<file path="config.mk">
export PLATFORM = sky130hd
export DESIGN_NAME = bram_playback_sequencer_flat
export DESIGN_NICKNAME = d
export VERILOG_FILES = /design/src/rtl/bram_playback_sequencer_if.sv /design/src/rtl/bram_playback_sequencer.sv /design/src/flat_wrapper.sv
export SDC_FILE = /design/constraint.sdc
export NUM_CORES = 1
export LEC_CHECK = 0
export BUFFER_PORTS_ARGS = -buffer_cell sky130_fd_sc_hd__buf_2
export CORE_ASPECT_RATIO = 0.7
export CORE_MARGIN = 1
export CORE_UTILIZATION = 50
export CTS_BUF_LIST = sky130_fd_sc_hd__clkbuf_8
export CTS_CLUSTER_DIAMETER = 30
export CTS_CLUSTER_SIZE = 10
export DETAILED_ROUTE_END_ITERATION = 10
export GPL_TIMING_DRIVEN = 0
export PLACE_DENSITY = 0.73
export RECOVER_POWER = 100
export SKIP_CTS_REPAIR_TIMING = 1
export SLEW_MARGIN = 20
export SYNTH_ARGS = -nofsm -noshare
export SYNTH_HDL_FRONTEND = slang
export SYNTH_SLANG_ARGS = --single-unit
</file>
<file path="constraint.sdc">
create_clock -name clk -period 3.1 [get_ports clk]
set_clock_uncertainty 0.15 [all_clocks]
set_input_delay 0.31 -clock clk [delete_from_list [all_inputs] [get_ports clk]]
set_output_delay 0.31 -clock clk [all_outputs]
set_load 0.005 [all_outputs]
</file>
<file path="src/rtl/bram_playback_sequencer_if.sv">
// rtl/bram_playback_sequencer_if.sv - control, config and link-side signals of the playback sequencer
interface bram_playback_sequencer_if #(
  parameter int N_LINKS   = 4,
  parameter int CNT_WIDTH = 16
);
  logic                 start;
  logic                 abort;
  logic                 fc_orbitSync;
  logic [N_LINKS-1:0]   cfg_link_mask;
  logic [CNT_WIDTH-1:0] cfg_delay;
  logic [3:0]           cfg_period;
  logic [CNT_WIDTH-1:0] cfg_repeat;
  logic [N_LINKS-1:0]   link_sync;
  logic [N_LINKS-1:0]   link_enable;
  logic [1:0]           state;
  logic                 busy;
  logic                 done;
  logic [CNT_WIDTH-1:0] pattern_count;

  modport master (
    output start, abort, fc_orbitSync, cfg_link_mask, cfg_delay, cfg_period, cfg_repeat,
    input  link_sync, link_enable, state, busy, done, pattern_count
  );

  modport slave (
    input  start, abort, fc_orbitSync, cfg_link_mask, cfg_delay, cfg_period, cfg_repeat,
    output link_sync, link_enable, state, busy, done, pattern_count
  );
endinterface

</file>
<file path="src/rtl/bram_playback_sequencer.sv">
// rtl/bram_playback_sequencer.sv - orbit-synchronous run controller issuing pattern sync pulses to playback links
module bram_playback_sequencer #(
  parameter int N_LINKS   = 4,
  parameter int CNT_WIDTH = 16
) (
  input  logic                    clk,
  input  logic                    aresetn,
  bram_playback_sequencer_if.slave bus
);
  typedef enum logic [1:0] {
    S_IDLE  = 2'd0,
    S_ARMED = 2'd1,
    S_RUN   = 2'd2,
    S_DONE  = 2'd3
  } state_t;

  localparam logic [CNT_WIDTH-1:0] C_ONE = CNT_WIDTH'(1);

  state_t               r_state;
  state_t               w_state_nxt;
  logic                 r_orb_q;
  logic                 w_orb;
  logic [N_LINKS-1:0]   r_mask;
  logic [N_LINKS-1:0]   r_link_sync;
  logic [N_LINKS-1:0]   r_link_enable;
  logic [CNT_WIDTH-1:0] r_delay_cnt;
  logic [CNT_WIDTH-1:0] r_repeat;
  logic [CNT_WIDTH-1:0] r_pattern_count;
  logic [CNT_WIDTH-1:0] w_delay_nxt;
  logic [CNT_WIDTH-1:0] w_count_nxt;
  logic [3:0]           r_period_m1;
  logic [3:0]           r_phase_cnt;
  logic [3:0]           w_phase_nxt;
  logic                 r_busy;
  logic                 r_done;
  logic                 w_pulse;
  logic                 w_latch;

  assign w_orb = bus.fc_orbitSync & ~r_orb_q;

  always_comb begin
    w_state_nxt = r_state;
    w_delay_nxt = r_delay_cnt;
    w_phase_nxt = r_phase_cnt;
    w_count_nxt = r_pattern_count;
    w_pulse     = 1'b0;
    w_latch     = 1'b0;
    if (bus.abort) begin
      w_state_nxt = S_IDLE;
      w_count_nxt = '0;
    end else begin
      case (r_state)
        S_IDLE, S_DONE: begin
          // An orbit coinciding with the accepted start is deliberately not counted.
          if (bus.start) begin
            w_state_nxt = S_ARMED;
            w_latch     = 1'b1;
            w_delay_nxt = bus.cfg_delay;
            w_count_nxt = '0;
          end
        end
        S_ARMED: begin
          if (w_orb) begin
            if (r_delay_cnt != '0) begin
              w_delay_nxt = r_delay_cnt - C_ONE;
            end else begin
              w_state_nxt = S_RUN;
              w_pulse     = 1'b1;
              w_count_nxt = C_ONE;
              w_phase_nxt = r_period_m1;
            end
          end
        end
        S_RUN: begin
          if (w_orb) begin
            if (r_phase_cnt != 4'd0) begin
              w_phase_nxt = r_phase_cnt - 4'd1;
            end else if ((r_repeat != '0) && (r_pattern_count == r_repeat)) begin
              w_state_nxt = S_DONE;
            end else begin
              w_pulse     = 1'b1;
              w_count_nxt = r_pattern_count + C_ONE;
              w_phase_nxt = r_period_m1;
            end
          end
        end
        default: w_state_nxt = S_IDLE;
      endcase
    end
  end

  always_ff @(posedge clk or negedge aresetn) begin
    if (!aresetn) begin
      r_state <= S_IDLE;
    end else begin
      r_state <= w_state_nxt;
    end
  end

  always_ff @(posedge clk or negedge aresetn) begin
    if (!aresetn) begin
      r_orb_q         <= 1'b0;
      r_mask          <= '0;
      r_repeat        <= '0;
      r_period_m1     <= 4'd0;
      r_delay_cnt     <= '0;
      r_phase_cnt     <= 4'd0;
      r_pattern_count <= '0;
      r_link_sync     <= '0;
      r_link_enable   <= '0;
      r_busy          <= 1'b0;
      r_done          <= 1'b0;
    end else begin
      r_orb_q         <= bus.fc_orbitSync;
      r_delay_cnt     <= w_delay_nxt;
      r_phase_cnt     <= w_phase_nxt;
      r_pattern_count <= w_count_nxt;
      if (w_latch) begin
        r_mask      <= bus.cfg_link_mask;
        r_repeat    <= bus.cfg_repeat;
        r_period_m1 <= (bus.cfg_period == 4'd0) ? 4'd0 : bus.cfg_period - 4'd1;
      end
      // Outputs are registered from the next state so they line up with bus.state.
      r_link_sync   <= w_pulse ? r_mask : '0;
      r_link_enable <= (w_state_nxt == S_RUN) ? r_mask : '0;
      r_busy        <= (w_state_nxt == S_ARMED) || (w_state_nxt == S_RUN);
      r_done        <= (w_state_nxt == S_DONE);
    end
  end

  assign bus.state         = r_state;
  assign bus.link_sync     = r_link_sync;
  assign bus.link_enable   = r_link_enable;
  assign bus.busy          = r_busy;
  assign bus.done          = r_done;
  assign bus.pattern_count = r_pattern_count;
endmodule
</file>
<file path="src/flat_wrapper.sv">
// flat-port wrapper written by rule: the top's interface ports become plain ports
module bram_playback_sequencer_flat 
#(
  parameter int N_LINKS   = 4,
  parameter int CNT_WIDTH = 16
)
  (clk, aresetn, bus_start, bus_abort, bus_fc_orbitSync, bus_cfg_link_mask, bus_cfg_delay, bus_cfg_period, bus_cfg_repeat, bus_link_sync, bus_link_enable, bus_state, bus_busy, bus_done, bus_pattern_count);
  bram_playback_sequencer_if #(.N_LINKS(N_LINKS), .CNT_WIDTH(CNT_WIDTH)) bus_i ();
  input  logic clk;
  input  logic aresetn;
  input wire logic [$bits(bus_i.start)-1:0] bus_start;
  input wire logic [$bits(bus_i.abort)-1:0] bus_abort;
  input wire logic [$bits(bus_i.fc_orbitSync)-1:0] bus_fc_orbitSync;
  input wire logic [$bits(bus_i.cfg_link_mask)-1:0] bus_cfg_link_mask;
  input wire logic [$bits(bus_i.cfg_delay)-1:0] bus_cfg_delay;
  input wire logic [$bits(bus_i.cfg_period)-1:0] bus_cfg_period;
  input wire logic [$bits(bus_i.cfg_repeat)-1:0] bus_cfg_repeat;
  output wire logic [$bits(bus_i.link_sync)-1:0] bus_link_sync;
  output wire logic [$bits(bus_i.link_enable)-1:0] bus_link_enable;
  output wire logic [$bits(bus_i.state)-1:0] bus_state;
  output wire logic [$bits(bus_i.busy)-1:0] bus_busy;
  output wire logic [$bits(bus_i.done)-1:0] bus_done;
  output wire logic [$bits(bus_i.pattern_count)-1:0] bus_pattern_count;
  assign bus_i.start = bus_start;
  assign bus_i.abort = bus_abort;
  assign bus_i.fc_orbitSync = bus_fc_orbitSync;
  assign bus_i.cfg_link_mask = bus_cfg_link_mask;
  assign bus_i.cfg_delay = bus_cfg_delay;
  assign bus_i.cfg_period = bus_cfg_period;
  assign bus_i.cfg_repeat = bus_cfg_repeat;
  assign bus_link_sync = bus_i.link_sync;
  assign bus_link_enable = bus_i.link_enable;
  assign bus_state = bus_i.state;
  assign bus_busy = bus_i.busy;
  assign bus_done = bus_i.done;
  assign bus_pattern_count = bus_i.pattern_count;
  bram_playback_sequencer #(.N_LINKS(N_LINKS), .CNT_WIDTH(CNT_WIDTH)) u_core (.clk(clk), .aresetn(aresetn), .bus(bus_i));
endmodule
</file>
==> results.json <==
{
  "run_status": "completed",
  "max_stage_delay_ps": 400,
  "final_layout_size_suffix_gt1_share_pct": 21.79,
  "nFillCells": 669,
  "dpl.hpwl_um": 7476,
  "crit_path_cell_trace": "buf_2, xor2_1, or3_1, nor4b_2, nand3_1, or3_1, a21o_1, ha_1, and2_0",
  "gp_congestion": 0.8588,
  "critPathSlowestCell": "sky130_fd_sc_hd__dfrtp_1",
  "first_pass_grt_wire_length_um": 17340,
  "routedWlPerCell_um": 16.67,
  "clockBufferDepth": 2,
  "fin_cells": 615,
  "clk-insertion-delay-late_ps": 360,
  "vias_per_cell": 6.041,
  "htree_levels": 3,
  "crit_path_end_kind": "flip-flop",
  "io-pin-count": 73,
  "netlist-cell-type-count": 53,
  "yosys_warnings": 0,
  "final_core_utilization_pct": 60.66,
  "die_width_um": 110.5,
  "final_wirelength_um": 10250,
  "leakagePower_nw": 2.078,
  "slew_headroom_pct": 24.37,
  "comb_power_share_pct": 21.3,
  "timing.final.hold_violations": 0,
  "rows": 27,
  "post-place-ws_ps": 245.4,
  "critPathKind": "reg -> reg",
  "grt_start_max_net_pins": 56,
  "path_common_cell": "sky130_fd_sc_hd__or3_1",
  "placed_cells_incl_taps": 597,
  "vdd_ir_drop_max_mv": 0.4001,
  "diodes": 0,
  "route.vias.total": 3715,
  "grt-ovfl-total": 0,
  "synth_async_sr_flop_share_pct": 100.0,
  "firstDrtPassIters": 5,
  "p_int_mw": 1.762,
  "area_of_the_mapped_netlist_um2": 4119,
  "final_common_cell": "sky130_fd_sc_hd__dfrtp_1",
  "timing.critical_path.fanout_max": 7,
  "syn2layout_area_growth_pct": 16.92,
  "syn-num-nets": 477,
  "number_of_clock_buffers_inserted_by_tritoncts": 9,
  "synth.avg_cell_area_um2": 9.715,
  "hold_path_class": "in -> reg",
  "worst_path_dominant_cell_family": "simple AND/OR/NAND/NOR gates",
  "tritoncts": "done",
  "multiInputGateArea_um2": 2122,
  "synthCells": 424,
  "timing.setup.tns_ps": 0,
  "rsz0062_at_grt": "no",
  "portBuffers": 71,
  "swShare_pct": 32.95,
  "grt_pass1_vias": 3551,
  "seqPwrFrac_pct": 50.4,
  "drt.antenna.violating_nets": 0,
  "finalPower_mw": 2.627,
  "crit_buf_inv": 1,
  "postSynth.topFlopCell": "sky130_fd_sc_hd__dfrtp_1",
  "r2r.worst_path.cells": 9,
  "clockRootBuffer": "sky130_fd_sc_hd__clkbuf_8",
  "pwr_density_cell_nw_per_um2": 545.6,
  "achievable_freq_mhz": 348.5,
  "min_period_over_period_pct": 92.55,
  "drt-initial-drc-count": 275,
  "initial_core_utilization_pct": 51.88,
  "num-nets-final": 562,
  "startpoint_type_of_the_worst_setup_path": "flip-flop",
  "ys_ff_latch": 73,
  "path_clk_slew_ps": 80,
  "drcViolationCount": 0,
  "most-common-layout-cells": "sky130_fd_sc_hd__dfrtp_1, sky130_fd_sc_hd__buf_2, sky130_fd_sc_hd__clkbuf_1, sky130_fd_sc_hd__nand2_1",
  "cap_viol_max_count": 0,
  "switchingPower_mw": 0.8657,
  "yosysSeqAreaShare_pct": 44.35,
  "timing.critical_path.arrival_ps": 2970,
  "core_area_um2": 7939,
  "timing_worst_slew_pin_value_ps": 1135,
  "whs_path_depth": 2,
  "total_global_route_track_usage_pct": 25.36,
  "area.sequential_um2": 1827,
  "period_needed_ps": 2869,
  "sink_count_of_the_clock_tree": 73,
  "synth-edff-count": 0,
  "die_area_um2": 8610,
  "layout.cell_area.non_filler_um2": 4816,
  "timing_max_transition_violations_final": 0,
  "pwr-share-clk_pct": 28.3,
  "whs_ps": 23.89,
  "final-setup-viol-count": 0,
  "die_h_um": 77.94,
  "crit_required_ps": 3200,
  "final.setup.worst_slack_ps": 230.8,
  "postPlaceCellArea_um2": 4631,
  "critical_path_cell_count": 9,
  "grt_antenna_before_repair": 0
}
-- final timing paths --
| kind | start | to | slack, ps |
|---|---|---|---|
| max in group asynchronous | aresetn | u_core.r_repeat[1] | 1440 |
| setup reg to reg | u_core.bus.pattern_count[0] | u_core.bus.link_enable[1] | 230 |
| setup / recovery | u_core.bus.pattern_count[0] | u_core.bus.link_enable[1] | 230 |
| hold / removal | bus_cfg_repeat[13] | u_core.r_repeat[13] | 20 |
| min in group asynchronous | aresetn | u_core.r_delay_cnt[12] | 530 |
| hold reg to reg | u_core.r_period_m1[3] | u_core.r_period_m1[3] | 340 |
-- power groups by stage --
stage          registers, mW  clock network (mW)  logic [mW]
6_report                1.33               0.743       0.559
5_1_grt                 1.35               0.801       0.630
4_1_cts                 1.32               0.763       0.557
3_5_place_dp            1.33                   0       0.555
3_3_place_gp            1.32                   0       0.529
2_1_floorplan           1.28                   0       0.415
-- cells in the mapped netlist (all sizes together), types with 4 or more instances --
| library cell | count | share of area [%] |
|---|---|---|
| dfrtp | 73 | 44 |
| nor2b | 5 | 0.76 |
| and2 | 13 | 2.0 |
| a31oi | 5 | 0.76 |
| xnor2 | 10 | 2.1 |
| nor2 | 27 | 2.5 |
| nor3 | 9 | 1.1 |
| buf | 8 | 1.2 |
| ha | 8 | 2.4 |
| o311ai | 14 | 3.9 |
| nand4 | 17 | 2.6 |
| nand3 | 13 | 1.6 |
| o41ai | 4 | 0.85 |
| nand2b | 5 | 0.76 |
| xor2 | 7 | 1.5 |
| o21ai | 27 | 3.3 |
| or3 | 7 | 1.1 |
| nand2 | 31 | 2.8 |
| a2bb2oi | 5 | 1.1 |
| inv | 12 | 1.1 |
| o31ai | 14 | 2.6 |
| nor4 | 9 | 2.0 |
| and3 | 5 | 0.76 |
| mux2 | 20 | 5.5 |
| a21oi | 27 | 3.3 |
| clkbuf | 18 | 1.6 |
-- final cells by class --
type | instances | area share, %
inverter | 12 | 0.9353
clock buffer | 9 | 2.572
clock inverter | 7 | 1.481
multi-input combinational | 313 | 44.06
tap | 101 | 2.624
timing repair buffer | 74 | 8.054
buffer | 26 | 2.338
sequential | 73 | 37.93
-- state kept, by name, summed over array words and instances, names as in the netlist --
signal,cells
u_core.bus.state,2
u_core.bus.done,1
u_core.r_delay_cnt,16
u_core.r_orb_q,1
u_core.bus.link_enable,4
u_core.r_phase_cnt,4
u_core.r_period_m1,4
u_core.r_repeat,16
u_core.bus.busy,1
u_core.bus.link_sync,4
u_core.r_mask,4
u_core.bus.pattern_count,16
-- layer usage --
layer  GRT usage (%)  part of all wire [%]
met4           8.933                   1.2
met3           5.547                   7.1
met1           36.34                    48
met2           37.83                    44
met5               0                     0
-- cell families after synthesis --
kind of cell             synth area share (%)
flip-flops                              44.35
XOR/XNOR                                3.615
AND/OR/NAND/NOR                         20.11
buffers and inverters                   3.918
multiplexers                            5.954
AO/OA/AOI/OAI                           19.62
adder cells (fa/ha/maj)                 2.430
-- worst register-to-register path, delay by kind of cell (launching register included) --
kind,cells,cell delay (ps)
AOI/OAI and AO/OA,1,190
xor gates and xnor gates,1,150
adders and majority gates,1,240
buffers and inverters,1,180
DFF,1,400
and+or+nand+nor,5,1440
Power figures use the tool's default switching activity.
